[config.mk]
export PLATFORM = sky130hd
export DESIGN_NAME = scr1_dmem_ahb_bridge
export DESIGN_NICKNAME = d
export VERILOG_FILES = /design/src/rtl/scr1_dmem_ahb_bridge.sv
export SDC_FILE = /design/constraint.sdc
export NUM_CORES = 1
export LEC_CHECK = 0
export BUFFER_PORTS_ARGS = -buffer_cell sky130_fd_sc_hd__buf_2
export CAP_MARGIN = 0
export CORE_MARGIN = 5
export CORE_UTILIZATION = 37
export DETAILED_ROUTE_END_ITERATION = 7
export PLACE_DENSITY_LB_ADDON = 0.12
export SYNTH_ARGS = -nofsm -noshare
export SYNTH_HDL_FRONTEND = slang
export SYNTH_SLANG_ARGS = --single-unit
[constraint.sdc]
create_clock -name clk -period 1.7 [get_ports clk]
set_clock_uncertainty 0.05 [all_clocks]
set_input_delay 0.255 -clock clk [delete_from_list [all_inputs] [get_ports clk]]
set_output_delay 0.255 -clock clk [all_outputs]
set_load 0.02 [all_outputs]
[src/rtl/scr1_dmem_ahb_bridge.sv]
// rtl/scr1_dmem_ahb_bridge.sv - LSU data-memory port to AHB-Lite master bridge
module scr1_dmem_ahb_bridge #(
    parameter logic [3:0] HPROT_VAL = 4'b0011
) (
    input  logic        clk,
    input  logic        rst_n,
    // LSU side
    input  logic        dmem_req,
    input  logic        dmem_cmd,
    input  logic [1:0]  dmem_width,
    input  logic [31:0] dmem_addr,
    input  logic [31:0] dmem_wdata,
    output logic        dmem_req_ack,
    output logic [31:0] dmem_rdata,
    output logic [1:0]  dmem_resp,
    // AHB-Lite master side
    output logic [1:0]  htrans,
    output logic [31:0] haddr,
    output logic        hwrite,
    output logic [2:0]  hsize,
    output logic [2:0]  hburst,
    output logic [3:0]  hprot,
    output logic [31:0] hwdata,
    input  logic [31:0] hrdata,
    input  logic        hready,
    input  logic        hresp
);

    typedef enum logic {
        ST_IDLE = 1'b0,
        ST_DATA = 1'b1
    } state_e;

    localparam logic [1:0] RESP_IDLE  = 2'd0;
    localparam logic [1:0] RESP_OK    = 2'd1;
    localparam logic [1:0] RESP_ER    = 2'd2;
    localparam logic [1:0] HTRANS_IDL = 2'b00;
    localparam logic [1:0] HTRANS_NSQ = 2'b10;

    state_e      state_q, state_d;
    logic        cmd_q;
    logic [1:0]  width_q;
    logic [1:0]  addr_q;
    logic [31:0] wdata_q;
    logic [31:0] wdata_aligned;

    // Place store data on the byte lanes selected by the low address bits
    always_comb begin
        wdata_aligned = dmem_wdata;
        case (dmem_width)
            2'd0:    wdata_aligned = {24'd0, dmem_wdata[7:0]}  << {dmem_addr[1:0], 3'b000};
            2'd1:    wdata_aligned = {16'd0, dmem_wdata[15:0]} << {dmem_addr[1], 4'b0000};
            default: wdata_aligned = dmem_wdata;
        endcase
    end

    // State register and per-transfer context captured on acceptance
    always_ff @(posedge clk or negedge rst_n) begin
        if (!rst_n) begin
            state_q <= ST_IDLE;
            cmd_q   <= 1'b0;
            width_q <= 2'd0;
            addr_q  <= 2'd0;
            wdata_q <= 32'd0;
        end else begin
            state_q <= state_d;
            if (dmem_req_ack) begin
                cmd_q   <= dmem_cmd;
                width_q <= dmem_width;
                addr_q  <= dmem_addr[1:0];
                wdata_q <= wdata_aligned;
            end
        end
    end

    // Next state plus address-phase, data-phase and LSU response outputs
    always_comb begin
        state_d      = state_q;
        dmem_req_ack = 1'b0;
        dmem_resp    = RESP_IDLE;
        htrans       = HTRANS_IDL;
        haddr        = 32'd0;
        hwrite       = 1'b0;
        hsize        = 3'b010;
        hwdata       = 32'd0;
        case (state_q)
            ST_IDLE: begin
                if (dmem_req) begin
                    htrans       = HTRANS_NSQ;
                    haddr        = dmem_addr;
                    hwrite       = dmem_cmd;
                    // reserved width is issued as a word access
                    hsize        = (dmem_width == 2'd3) ? 3'b010 : {1'b0, dmem_width};
                    dmem_req_ack = hready;
                    if (hready) begin
                        state_d = ST_DATA;
                    end
                end
            end
            ST_DATA: begin
                hwdata = wdata_q;
                // hready low with hresp high is the first ERROR cycle: keep waiting
                if (hready) begin
                    dmem_resp = hresp ? RESP_ER : RESP_OK;
                    state_d   = ST_IDLE;
                end
            end
            default: state_d = ST_IDLE;
        endcase
    end

    // Right-justify load data from the lanes the transfer occupied
    always_comb begin
        dmem_rdata = 32'd0;
        if ((state_q == ST_DATA) && hready && !hresp && !cmd_q) begin
            case (width_q)
                2'd0:    dmem_rdata = hrdata >> {addr_q, 3'b000};
                2'd1:    dmem_rdata = hrdata >> {addr_q[1], 4'b0000};
                default: dmem_rdata = hrdata;
            endcase
        end
    end

    assign hburst = 3'b000;
    assign hprot  = HPROT_VAL;

endmodule

Yosys cells after proc, flatten, opt, wreduce, memory -nomap -nowiden
Index checks and enable logic that the tools add are counted.
{ "word_totals": {"regBits": 38, "elab_cells": 42, "input_bits": 104} }
{ "op_classes": {"n_shift": 4, "bitwise_logic": 1, "reduce_logical": 7, "mux": 22, "eq_ne": 3} }
{ "op_table": {"columns": ["op", "n"], "rows": [
  ["32-bit two-way mux", 4],
  ["32-bit one-hot mux with 2 select lines", 2],
  ["32-bit by 5-bit >> shifter with 32-bit output", 2],
  ["16-bit by 5-bit left shift with 32-bit output", 1],
  ["8-bit by 5-bit left shift with 32-bit output", 1],
  ["2-bit two-way mux", 8],
  ["1-bit two-way mux", 7],
  ["2-bit by 1-bit equality test with 1-bit output, second input constant", 2],
  ["2-bit zero test", 2],
  ["1-bit logical AND", 3],
  ["2-bit equality test, second input constant", 1],
  ["1-bit zero test", 2],
  ["1-bit one-hot mux with 2 select lines", 1],
  ["1-bit inverter", 1]
]} }

Logic depth before layout (Yosys ltp)
Gate-level depths: netlist of the first run.
{ "logic_depth": {"depth_word": 4, "ltp_mapped": 8, "ltp_nobuf": 5} }

Worst setup path before layout of the first run
Ideal clock, no wire load.
{ "synth_timing": {"kind": "reg2out", "start": "reg width_q[0]", "end": "out dmem_rdata[10]", "path_buffers": 1, "t_arrival_ps": 1521, "t_required_ps": 1395, "setup_slack_ps": -126, "stages_incl_launch_ff": 6, "path_cell_list": "dfrtp_1 > nand2b_1 > buf_6 > a21oi_4 > nor2_1 > a211oi_1"} }
{ "synth_between": {"elab_chain_len": 3} }
{ "synth_rtl": {"columns": ["item", "line", "rtl"], "rows": [
  ["start, declared", "42", "logic [1:0] width_q;"],
  ["start signal, assigned", "69", "width_q <= dmem_width;"],
  ["2-bit by 1-bit equality test with 1-bit output or 2-bit zero test (tied branches)", "116", "case (width_q)"],
  ["32-bit one-hot mux with 2 select lines *", "116", null],
  ["32-bit two-way mux *", "115", "if ((state_q == ST_DATA) && hready && !hresp && !cmd_q) begin"],
  ["end, declared", "14", "output logic [31:0] dmem_rdata,"]
]} }
Every way passes the cells marked *; elsewhere a longest branch is shown, timed or not.

Worst setup path in the final report of the first run
{ "layout_timing": {"start": "reg cmd_q", "end": "out dmem_rdata[7]"} }
{ "layout_between": {"elab_chain_len": 3} }
{ "layout_rtl": {"columns": ["item", "line", "rtl"], "rows": [
  ["start, declared", "41", "logic cmd_q;"],
  ["start signal, assigned", "68", "cmd_q <= dmem_cmd;"],
  ["1-bit zero test", "115", null],
  ["1-bit logical AND", "115", null],
  ["32-bit two-way mux", "115", null]
]} }
No other way between the ends.

==> flow_summary_export.csv, run 1 <==
group,metric,value,unit
sta,rsz0062_at_grt,"true",
grt,overflow,0,
route,ant_nets,0,
cts,cts_sinks,38,
sta,tightest_slew,849,ps
floorplan,pin_count,216,
hold_path,hp-class,"primary input to register",
critical_path,endpoint_kind,"output pin",
floorplan,rows,32,
route,viasPerCell,5.18,
cts,insertion_delay,300,ps
synth,syn_area_per_cell,8.43,um^2
floorplan,dieArea,0.00986,mm^2
grt,antenna_found_initial,0,
sta,finalSetupViolations,94,
floorplan,core-area,0.00777,mm^2
finish,n_fill_cell,535,
finish,fin_nets,717,
synth,syn_area,0.00295,mm^2
status,violations,"negative setup slack",
sta,hold_viol,0,
sta,layout_setup_ws,-369,ps
power,p_int,0.00291,W
synth,yosysUniqueCellTypes,33,
finish,layout-drive-gt1-share,69.7,%
grt,grt_pass1_vias,3703,
route,wl_met3,946,um
critical_path,cp_common_cell,"buf_6",
synth,ys_ff_latch,38,
route,drc,0,
power,combPwrFrac,51.8,%
cts,cts_tree,"yes",
finish,synthToLayoutAreaGrowth,105,%
critical_path,rr_worst_depth,8,
route,route.met2.wl,6.59,mm
floorplan,die_h,99.3,um
cts,numCtsBuffers,5,
route,routed.top_layer,"met4",
flow_run,maxCapViolations,0,
synth,yosysSeqAreaShare,32.2,%
critical_path,path_class,"register to output pin",
synth,yosysTopAreaCellShare,32.2,%
finish,finish.utilization,77.9,%
placed_design,dp_hpwl,8.33,mm
critical_path,r2r_setup_slack,0,ps
finish,layout_common_cells,"buf_6, buf_2, and2_4",
floorplan,die_w,99.3,um
sta,finalCriticalPeriod,2070,ps
finish,multi_input_area,0.00222,mm^2
route,drt-initial-drc-count,216,
placed_design,place_congestion,0.815,
synth,yosys_warnings,0,
critical_path,cp_max_fo,5,
floorplan,initial_core_util,38.0,%
critical_path,endpoint,"dmem_rdata[7]",
cts,clk_transition_reported_paths,80,ps
synth,synthTopCellsByArea,"dfrtp_1, and2_1, nor2_1",
power,switching_share,35.0,%
sta,finalMaxSlewViolations,0,
critical_path,cp-start-kind,"register",
finish,final_common_cell,"buf_6",
sta,fmaxAchievable,483,MHz
finish,register_area,952,um^2
critical_path,worst_ep_required_time,1390,ps
synth,async_flop_share,100,%
critical_path,r2r-end,"wdata_q[6]$_DFFE_PN0P_",
route,wl_met1,5.18,mm
route,via_count,3706,
synth,synth_flop_cell,"dfrtp_1",
sta,min_period_over_period,122,%
critical_path,critPathMaxStageDelay,410,ps
synth,yosysTopAreaCell,"dfrtp_1",
cts,root_buffer,"clkbuf_8",
critical_path,crit_chain,"nand4bb_4, or3_4, buf_6, o221ai_2, buf_6",
power,p_sw,0.00156,W
synth,synthCells,350,
route,dr.pass1.iters,4,
grt,grt_usage,23.7,%
power,p_leak,3.01,nW
critical_path,timing.rr.start,"state_q$_DFF_PN0_",
placed_design,numPortBuffers,206,
finish,diodes,0,
cts,clk_path_buf_depth,2,
power,powerDensity,740,mW/mm^2
cts,htree_levels,2,
power,p_clk_share,20.9,%
power,peakVddDrop,0.521,mV
grt,grt_pass1_wl,18.8,mm
route,wl_per_cell,18.1,um
route,routed_wl,13.0,mm
critical_path,slowest_stage,"or3_4",
critical_path,cp_data_arrival_time,1760,ps
sta,relSlewSlack,43.3,%
power,pwr-share-seq,27.2,%
status,status,"finished with violations",
synth,synth_edf_count,0,
critical_path,critPathLaunch,"cmd_q$_DFFE_PN0P_",
sta,finalSetupTns,-19260,ps
grt,grt_max_degree,23,
-- cells in the mapped netlist (2+ instances only) --
cell type,instances
buf_6,4
inv_1,11
o221ai_2,8
clkbuf_1,10
dfrtp_1,38
mux2i_1,8
a22o_1,24
nor2b_1,4
conb_1,2
buf_2,11
nand2b_1,2
a221oi_1,24
o21ai_0,11
a21o_1,7
a211oi_1,8
inv_2,2
buf_4,12
and2_1,73
nand2_1,18
nor2_1,60
-- power by group through the flow --
| stage | Clock (W) | Combinational [W] | Sequential, W |
|---|---|---|---|
| 6_report | 0.000936 | 0.00232 | 0.00122 |
| 5_1_grt | 0.000989 | 0.00246 | 0.00124 |
| 4_1_cts | 0.000947 | 0.00214 | 0.00120 |
| 3_5_place_dp | 0 | 0.00146 | 0.00120 |
| 3_3_place_gp | 0 | 0.00144 | 0.00119 |
| 2_1_floorplan | 0 | 0.000909 | 0.00117 |
-- stage by stage --
stage / area [um^2] / power (W) / hold WS, ps / worst slack, ps / instances
6_report: 6050 / 0.00447 / 128 / -369 / 716
3_3_place_gp: 4280 / 0.00263 / 190 / -67.4 / 667
2_1_floorplan: 3020 / 0.00208 / -90.6 / -19.6 / 357
3_5_place_dp: 4280 / 0.00266 / 189 / -147 / 667
5_1_grt: 6050 / 0.00469 / 120 / -452 / 716
4_1_cts: 5590 / 0.00429 / 119 / -359 / 710
-- final cells by class --
| cell class | count | share of cell area (%) |
|---|---|---|
| clock buffer | 5 | 1.14 |
| clock inverter | 3 | 1.14 |
| inverter | 14 | 0.993 |
| multi-input combinational | 268 | 36.7 |
| sequential | 38 | 15.7 |
| tap | 102 | 2.11 |
| timing repair buffer | 286 | 42.2 |
-- how the worst min path moves through the flow --
stage	slack [ps]	to	startpoint	cells past startpoint
finish	130	cmd_q$_DFFE_PN0P_	dmem_cmd	3
floorplan	-90	addr_q[0]$_DFFE_PN0P_	rst_n	0
global route	120	cmd_q$_DFFE_PN0P_	dmem_cmd	3
CTS	120	cmd_q$_DFFE_PN0P_	dmem_cmd	3
global placement	190	wdata_q[28]$_DFFE_PN0P_	rst_n	1
detailed placement	190	wdata_q[28]$_DFFE_PN0P_	rst_n	1
-- routing by layer --
| layer | vias to the layer above | global-route usage, % |
|---|---|---|
| met1 | 1781 | 29.9 |
| li1 | 1735 | - |
| met3 | 25 | 4.98 |
| met5 | - | 0 |
| met2 | 165 | 40.2 |
| met4 | 0 | 7.88 |
-- critical path, delay by kind of cell (launching register included) --
family / cells / cell delay [ps]
and+or+nand+nor: 2 / 640
DFF: 1 / 390
buffers and inverters: 2 / 290
AOI/OAI and AO/OA: 1 / 150
-- logic make-up after synthesis --
family	after synthesis	synth area share, %
multiplexers	8	2.71
AND/OR/NAND/NOR	164	29.8
flip-flops	38	32.2
AO/OA/AOI/OAI	87	25.6
buffers and inverters	51	9.50
other	2	0.254
-- state kept, by name, summed over array words and instances (netlist names) --
register and count:
addr_q 2, state_q 1, width_q 2, wdata_q 32, cmd_q 1
-- repair_timing --
| item | 4_1_cts | 5_1_grt |
|---|---|---|
| hold buffers | 1 | 0 |
| endpoints found under the setup margin | 102 | 140 |
| buffers inserted | 24 | 15 |
| gates cloned | 11 | 3 |
| gates resized for setup | 264 | 112 |
| endpoints found under the hold margin | 19 | 0 |
| pin swaps | 31 | 35 |
No activity file was read; power rests on OpenSTA's default activity.
==> run 2, diff against run 1 <==
--- a/config.mk
+++ b/config.mk
@@ -8,9 +8,11 @@
 export BUFFER_PORTS_ARGS = -buffer_cell sky130_fd_sc_hd__buf_2
 export CAP_MARGIN = 0
 export CORE_MARGIN = 5
-export CORE_UTILIZATION = 37
+export CORE_UTILIZATION = 38
+export CTS_BUF_LIST = sky130_fd_sc_hd__clkbuf_8
 export DETAILED_ROUTE_END_ITERATION = 7
 export PLACE_DENSITY_LB_ADDON = 0.12
+export REMOVE_ABC_BUFFERS = 1
 export SYNTH_ARGS = -nofsm -noshare
 export SYNTH_HDL_FRONTEND = slang
 export SYNTH_SLANG_ARGS = --single-unit
==> flow_summary_export.csv, run 2 (synthesis results as in run 1) <==
group,metric,value,unit
status,status,"finished with violations",
status,violations,"negative setup slack",
cts,clk_transition_reported_paths,80,ps
power,power,0.00386,W
power,pwr-share-seq,30.8,%
hold_path,hold_depth,3,
critical_path,rr_worst_depth,10,
sta,min_period_over_period,121,%
cts,numCtsBuffers,5,
placed_design,dp_slack,-109,ps
placed_design,dp_hpwl,8.07,mm
power,switching_share,37.0,%
hold_path,hp-class,"primary input to register",
finish,synthToLayoutAreaGrowth,85.5,%
power,combPwrFrac,50.3,%
grt,antenna_found_initial,0,
route,via_count,3592,
critical_path,crit_chain,"nand4bb_4, buf_6, buf_4, nor2_4, buf_12, a22o_1, buf_6",
flow_run,maxCapViolations,0,
sta,rsz0062_at_grt,"true",
route,routed_wl,11.9,mm
power,p_sw,0.00143,W
grt,grt_pass1_wl,18.1,mm
sta,tightest_slew,908,ps
grt,grt_max_degree,39,
grt,grt_pass1_vias,3651,
critical_path,cp_data_arrival_time,1750,ps
power,p_clk_share,18.9,%
critical_path,r2r-end,"wdata_q[1]$_DFFE_PN0P_",
critical_path,cp_num_buf_inv,4,
cts,cts_tree,"yes",
cts,root_buffer,"clkbuf_8",
placed_design,placed_area,0.00424,mm^2
power,powerDensity,705,mW/mm^2
critical_path,critPathLaunch,"cmd_q$_DFFE_PN0P_",
critical_path,endpoint_kind,"output pin",
grt,overflow,0,
finish,final_common_cell,"buf_2",
sta,finalSetupViolations,102,
cts,htree_levels,2,
critical_path,critPathMaxStageDelay,400,ps
floorplan,die_h,98.1,um
finish,fin_nets,692,
critical_path,cp_max_fo,16,
sta,hold_viol,0,
floorplan,initial_core_util,38.6,%
sta,layout_setup_ws,-358,ps
hold_path,min_to,"addr_q[0]$_DFFE_PN0P_",
floorplan,core-area,0.00765,mm^2
critical_path,slowest_stage,"dfrtp_1",
route,drt-initial-drc-count,145,
route,wl_per_cell,17.2,um
route,ant_nets,0,
placed_design,place_congestion,0.891,
sta,finalMaxSlewViolations,0,
floorplan,rows,32,
power,peakVddDrop,0.385,mV
floorplan,die_w,98.1,um
floorplan,pin_count,216,
floorplan,dieArea,0.00963,mm^2
finish,regMostFlops,"wdata_q",
route,dr.pass1.iters,4,
finish,layout-drive-gt1-share,63.2,%
critical_path,crit_family,"buffers and inverters",
critical_path,r2r_setup_slack,-60,ps
critical_path,cp-start-kind,"register",
route,drc,0,
power,p_int,0.00243,W
critical_path,path_class,"register to output pin",
sta,finalCriticalPeriod,2060,ps
cts,clk_path_buf_depth,2,
grt,grt_usage,22.8,%
finish,largest_reg_flops,32,
cts,cts_sinks,38,
critical_path,cp_common_cell,"buf_6",
sta,fmaxAchievable,486,MHz
cts,insertion_delay,290,ps
critical_path,timing.rr.start,"state_q$_DFF_PN0_",
power,p_leak,2.77,nW
hold_path,min_from,"dmem_addr[0]",
finish,top_regs,"wdata_q: 32 flops, addr_q: 2 flops, width_q: 2 flops",
finish,fin_area,0.00548,mm^2
sta,relSlewSlack,39.3,%
critical_path,worst_ep_required_time,1390,ps
route,viasPerCell,5.19,
finish,layout_common_cells,"buf_2, buf_6, nor2_1",
placed_design,numPortBuffers,206,
## run 2: cell count changes in the layout (fill, tap and decap cells not counted), sizes merged
cell and delta:
buf -24, bufinv -2, clkbuf +2, clkinv -1, diode +1
## run 2: worst max path at each step
stage	end	slack, ps	cells after the start
floorplan	wdata_q[0]$_DFFE_PN0P_	-1460	5
global placement	dmem_rdata[12]	-100	6
detailed placement	dmem_rdata[12]	-110	6
CTS	dmem_rdata[2]	-380	5
global route	dmem_rdata[2]	-450	7
finish	dmem_rdata[16]	-360	7
## run 2: through the flow
| step | utilization, % | hold WS [ps] | cells | TNS (ps) |
|---|---|---|---|---|
| 2_1_floorplan | - | -90.6 | 320 | -85940 |
| 3_3_place_gp | 55.4 | 286 | 665 | -857 |
| 3_5_place_dp | 55.4 | 285 | 665 | -1570 |
| 4_1_cts | 67.2 | 152 | 689 | -18760 |
| 5_1_grt | 71.6 | 156 | 691 | -28880 |
| 6_report | 71.6 | 156 | 692 | -20450 |
## run 2: worst register-to-register path: cells and delay by family (launching register included)
family / cells / cell delay [ps]
AO/OA/AOI/OAI: 2 / 320
buffers and inverters: 6 / 700
flip-flops: 1 / 420
AND/OR/NAND/NOR: 2 / 220
## run 2: what timing repair did
item | in CTS | in global routing
gates cloned | 3 | 3
endpoints found under the setup margin | 69 | 140
gates resized for setup | 184 | 81
pin swaps | 26 | 25
hold buffers | 1 | 0
endpoints found under the hold margin | 38 | 0
setup buffers | 12 | 2
## run 2: routing by layer
metal | vias up | global-route usage (%) | wire length (um)
met3 | 21 | 5.50 | 916
met4 | 0 | 5.78 | 233
met1 | 1730 | 28.0 | 4550
met5 | - | 0 | 0
met2 | 159 | 40.2 | 6190
li1 | 1682 | - | -
## run 2: area by class of cell
class	instances	area [um^2]
sequential	38	952
fill	576	2170
inverter	14	55.1
antenna	1	2.50
timing repair buffer	261	2080
tap	102	128
multi-input combinational	268	2150
clock buffer	8	110
## run 2: power groups by stage
stage | sequential, W | clock [W] | combinational (W)
6_report | 0.00119 | 0.000730 | 0.00194
5_1_grt | 0.00121 | 0.000783 | 0.00209
4_1_cts | 0.00119 | 0.000746 | 0.00176
3_5_place_dp | 0.00120 | 0 | 0.00144
3_3_place_gp | 0.00119 | 0 | 0.00142
2_1_floorplan | 0.00119 | 0 | 0.000798
